[src/rtl/instr_mem_loader.sv]
// Framed byte-stream loader for the instruction RAM: length byte, big-endian words, XOR checksum.
// Holds the CPU for the whole session and writes one word per completed group of bytes.
module instr_mem_loader #(
  parameter int n      = 32,
  parameter int DEPTH  = 64,
  parameter int ADDR_W = 6
) (
  input  logic              clk,
  input  logic              rst,
  input  logic              start,
  input  logic [7:0]        byte_in,
  input  logic              byte_valid,
  output logic              byte_ready,
  output logic              mem_we,
  output logic [ADDR_W-1:0] mem_addr,
  output logic [n-1:0]      mem_wdata,
  output logic              cpu_hold,
  output logic              busy,
  output logic              done,
  output logic              err,
  output logic [7:0]        words_loaded
);

  localparam int BPW   = n / 8;
  localparam int CNT_W = (BPW > 1) ? $clog2(BPW) : 1;

  // Handshake: a byte transfers on a rising edge where byte_valid && byte_ready;
  // byte_ready depends on state only, never on byte_valid.
  typedef enum logic [2:0] {
    S_IDLE, S_LEN, S_DATA, S_CSUM, S_DONE, S_ERR
  } state_t;

  state_t            state_q, state_d;
  logic [7:0]        len_q, len_d;
  logic [7:0]        xor_q, xor_d;
  logic [7:0]        wl_q, wl_d;
  logic [CNT_W-1:0]  bcnt_q, bcnt_d;
  logic [n-1:0]      word_q, word_d;
  logic [n-1:0]      wdata_q, wdata_d;
  logic [ADDR_W-1:0] addr_q, addr_d;
  logic              we_q, we_d;
  logic              accept;
  logic [n+7:0]      shifted;

  assign byte_ready   = (state_q == S_LEN) || (state_q == S_DATA) || (state_q == S_CSUM);
  assign busy         = byte_ready;
  assign cpu_hold     = (state_q != S_IDLE);
  assign done         = (state_q == S_DONE);
  assign err          = (state_q == S_ERR);
  assign mem_we       = we_q;
  assign mem_addr     = addr_q;
  assign mem_wdata    = wdata_q;
  assign words_loaded = wl_q;

  assign accept  = byte_valid && byte_ready;
  // First byte of a word ends up in the top byte once BPW bytes have been shifted in.
  assign shifted = {word_q, byte_in};

  always_comb begin
    state_d = state_q;
    len_d   = len_q;
    xor_d   = xor_q;
    wl_d    = wl_q;
    bcnt_d  = bcnt_q;
    word_d  = word_q;
    wdata_d = wdata_q;
    addr_d  = addr_q;
    we_d    = 1'b0;
    case (state_q)
      S_IDLE, S_ERR: begin
        if (start) begin
          state_d = S_LEN;
          xor_d   = 8'd0;
          wl_d    = 8'd0;
        end
      end
      S_LEN: begin
        if (accept) begin
          len_d  = byte_in;
          xor_d  = byte_in;
          bcnt_d = '0;
          if (byte_in > 8'(DEPTH))  state_d = S_ERR;
          else if (byte_in == 8'd0) state_d = S_CSUM;
          else                      state_d = S_DATA;
        end
      end
      S_DATA: begin
        if (accept) begin
          xor_d  = xor_q ^ byte_in;
          word_d = shifted[n-1:0];
          if (bcnt_q == CNT_W'(BPW - 1)) begin
            bcnt_d  = '0;
            we_d    = 1'b1;
            wdata_d = shifted[n-1:0];
            addr_d  = wl_q[ADDR_W-1:0];
            wl_d    = wl_q + 8'd1;
            if (wl_q + 8'd1 == len_q) state_d = S_CSUM;
          end else begin
            bcnt_d = bcnt_q + 1'b1;
          end
        end
      end
      S_CSUM: begin
        if (accept) state_d = (byte_in == xor_q) ? S_DONE : S_ERR;
      end
      S_DONE:  state_d = S_IDLE;
      default: state_d = S_IDLE;
    endcase
  end

  always_ff @(posedge clk or posedge rst) begin
    if (rst) begin
      state_q <= S_IDLE;
      len_q   <= 8'd0;
      xor_q   <= 8'd0;
      wl_q    <= 8'd0;
      bcnt_q  <= '0;
      word_q  <= '0;
      wdata_q <= '0;
      addr_q  <= '0;
      we_q    <= 1'b0;
    end else begin
      state_q <= state_d;
      len_q   <= len_d;
      xor_q   <= xor_d;
      wl_q    <= wl_d;
      bcnt_q  <= bcnt_d;
      word_q  <= word_d;
      wdata_q <= wdata_d;
      addr_q  <= addr_d;
      we_q    <= we_d;
    end
  end

endmodule

[config.mk]
export PLATFORM = sky130hd
export DESIGN_NAME = instr_mem_loader
export DESIGN_NICKNAME = d
export VERILOG_FILES = /design/src/rtl/instr_mem_loader.sv
export SDC_FILE = /design/constraint.sdc
export NUM_CORES = 1
export LEC_CHECK = 0
export BUFFER_PORTS_ARGS = -buffer_cell sky130_fd_sc_hd__clkbuf_2
export CORE_ASPECT_RATIO = 2
export CORE_MARGIN = 10
export CORE_UTILIZATION = 64
export CTS_BUF_LIST = sky130_fd_sc_hd__clkbuf_8
export DETAILED_ROUTE_END_ITERATION = 16
export PLACE_DENSITY = 0.86
export SYNTH_ARGS = -nofsm -noshare
export SYNTH_HDL_FRONTEND = slang
export SYNTH_SLANG_ARGS = --single-unit
[constraint.sdc]
create_clock -name clk -period 6.2 [get_ports clk]
set_clock_uncertainty 0.15 [all_clocks]
set_input_delay 0.62 -clock clk [delete_from_list [all_inputs] [get_ports clk]]
set_output_delay 0.62 -clock clk [all_outputs]
set_load 0.05 [all_outputs]
==> impl_metrics.ini <==
[route]
detail_route.iter0.violations = 231
residual_antenna_violating_net_count_after_detailed_routing = 0
vias_per_cell = 5.85
wire_length_per_cell_microns = 18.6
detailed_route_wire_length_microns = 9290
drt_first_pass_iters = 4
drc_violation_count_after_routing = 0
vias = 2920

[sta]
fmax_mhz = 367
fin_crit_sh_pct = 43.9
final_period_minus_worst_setup_slack_ps = 2720
fin_tns_setup_ps = 0
timing_worst_slew_pin_value_ps = 938
unrepaired_setup_endpoints_after_global_routing = false
final_count_of_pins_violating_max_slew = 0
setup_viol_count_final = 0
timing_hold_violations_final = 0
max_slew_margin_pct = 37.5

[synth]
synth_area_sq_um = 4380
synth_top_flop_cell = dfrtp_1
synth_area_leaders = dfrtp_1 (53%), mux2_4 (9.3%), mux2_2 (9.0%)
post_synth_num_cell_types = 50
synthArstFlopShare_pct = 100
synth_top_cell_area_share_pct = 52.6
synth.avg_cell_area_sq_um = 12.4
number_of_flops_mapped_to_enable_cells_by_yosys = 0
synthCells = 354
syn_nets = 368
ys_seq_elements = 92
synthesis.yosys.warnings = 0
synth_top_cell_by_area = dfrtp_1
part_of_the_yosys_area_used_for_sequential_elements_pct = 52.6

[clock_network]
cts.path.max_buffers = 2
inserted_clock_buffers = 9
post_cts_hold_buffer_count = 1
cts.htree.levels = 3
clkSinkCount = 92
cts.reportedPaths.clkPinSlew_ps = 90
ctsRootBufferMaster = clkbuf_8
clkLatencyLatePin_ps = 370
post_cts_resize_count = 0
post_cts_buffers = 0
clock_tree_from_tritoncts = yes

[run]
drv.max_cap_violation_count = 0

[hold_path]
min_path_type = register to register
worst_hold_startpoint = mem_addr[5]

[placed_design]
place_inst = 482
place_congestion = 0.869
sum_of_net_half_perimeters_after_detailed_placement_microns = 6680
port-buffer-count = 63

[floorplanning]
vertical_die_dimension_microns = 137
fp.coreArea_sq_um = 6620
fp.dieArea_sq_um = 10700
chipWidth_microns = 78.5
initial_utilization_pct = 66.1
io_pins = 64
standard_cell_row_count = 42

[finish]
finish.net_count = 420
layout_commonest_cell = dfrtp_1
layout-drive-gt1-share_pct = 36.3
final_core_utilization_pct = 73.4
final_cell_mix = dfrtp_1 (92), clkbuf_2 (63), mux2_2 (35)
stdcell_count = 499
antenna-diode-count = 0
syn2layout_area_growth_pct = 11.0
final.fill_count = 463

[grt]
grt_pass1_vias = 3164
grt_start_max_net_pins = 78
grt.met3_usage_pct = 5.06
globalRoute.busiestLayer = met2
global_route_usage_over_all_layers_pct = 18.5
fraction_of_met2_tracks_used_by_global_routing_pct = 31.1
grt_pass1_wl_microns = 15700
initial_antenna_violation_count = 0
use_met1_pct = 20.7
gr-total-overflow = 0

[critical_path]
cp_data_arrival_time_ps = 1950
worst-setup-path-type = register to output port
beginning_of_the_worst_register_to_register_path = state_q[2]
crit_path_start = state_q[0]
worst_path_max_delay_cell = dfrtp_1
cp.required_ps = 5430
critical_path.endpoint_type = output port
crit_fanout = 18
critical_path.cell_chain = nand2b_1 -> nor2_1 -> clkbuf_2
crit_path_max_incr_delay_ps = 660
cp-start-kind = register

[power_and_ir_drop]
vdd_drop_max_uv = 369
power_density_nw_per_um2 = 418
leakage_power_total_nw = 2.44

[run_status]
outcome = completed
[sequential cells by signal, summed over array words and instances, names as in the netlist]
register      count
bcnt_q            2
mem_addr          6
xor_q             8
len_q             8
words_loaded      8
word_q           24
mem_wdata        32
mem_we            1
state_q           3
[report_power, final]
group	internal (mW)	switching (mW)
Combinational	0.284	0.453
Sequential	0.753	0.152
Clock	0.157	0.233
Total	1.19	0.838
[Yosys cell counts, types with 2 or more instances]
library cell / number
o21ai_0: 27
buf_2: 12
mux2_1: 7
nor3_1: 4
a21oi_1: 9
nor2_1: 11
and3_1: 3
inv_1: 5
xor2_1: 13
a211o_1: 2
nand2_1: 22
o21ai_1: 8
a31oi_1: 4
mux2_2: 35
dfrtp_1: 92
mux2i_1: 2
buf_4: 4
o31ai_1: 3
xnor2_1: 5
nor4_1: 3
mux2_4: 27
nor3b_1: 5
a211oi_1: 2
nand2b_1: 2
buf_6: 5
nand3_1: 8
ha_1: 2
clkbuf_1: 4
and2_1: 4
a32o_1: 4
[worst max-delay path, delay by kind of cell, from the launching register on]
family	cells	cell delay [ps]
simple gates	2	600
flops	1	660
buf+inv	1	320
[per-stage QoR]
| stage | hold slack (ps) | area, sq um | setup WS (ps) | power [mW] |
|---|---|---|---|---|
| 5_1_grt | 382 | 4860 | 3390 | 2.15 |
| 3_3_place_gp | 315 | 4660 | 3700 | 1.61 |
| 2_1_floorplan | 310 | 4380 | 3040 | 1.49 |
| 4_1_cts | 353 | 4860 | 3520 | 2.04 |
| 6_report | 347 | 4860 | 3480 | 2.03 |
| 3_5_place_dp | 330 | 4660 | 3630 | 1.65 |
[kinds of logic after synthesis]
kind of cell	Yosys count	synth area share [%]
DFF	92	52.6
AOI/OAI and AO/OA	72	10.3
muxes	71	20.5
and+or+nand+nor	67	8.06
buffers and inverters	32	4.34
xor gates and xnor gates	18	3.60
adders and majority gates	2	0.572
[per-layer routing]
| layer | share of wire, % | up-vias |
|---|---|---|
| li1 | - | 1365 |
| met1 | 39 | 1449 |
| met2 | 53 | 85 |
| met3 | 4.2 | 21 |
| met4 | 3.4 | 0 |
| met5 | 0 | - |
[final cells by class]
cell class | instances | area [sq um] | share of cell area, %
clock buffers | 9 | 124 | 2.55
inverters | 7 | 30.0 | 0.618
well taps | 88 | 110 | 2.27
clock inverters | 7 | 67.6 | 1.39
repair buffers | 66 | 340 | 7.00
multi-input cells | 230 | 1890 | 38.8
flip-flops and latches | 92 | 2300 | 47.4
[path summary, 6_finish.rpt]
check | end | slack, ps | depth (start not counted)
hold reg to reg | mem_addr[5] | 350 | 2
min in group asynchronous | words_loaded[3] | 540 | 3
hold / removal | mem_addr[5] | 350 | 2
max in group asynchronous | mem_wdata[5] | 4160 | 4
setup / recovery | err | 3480 | 3
setup reg to reg | mem_wdata[31] | 3670 | 5
Power figures use the tool's default switching activity.
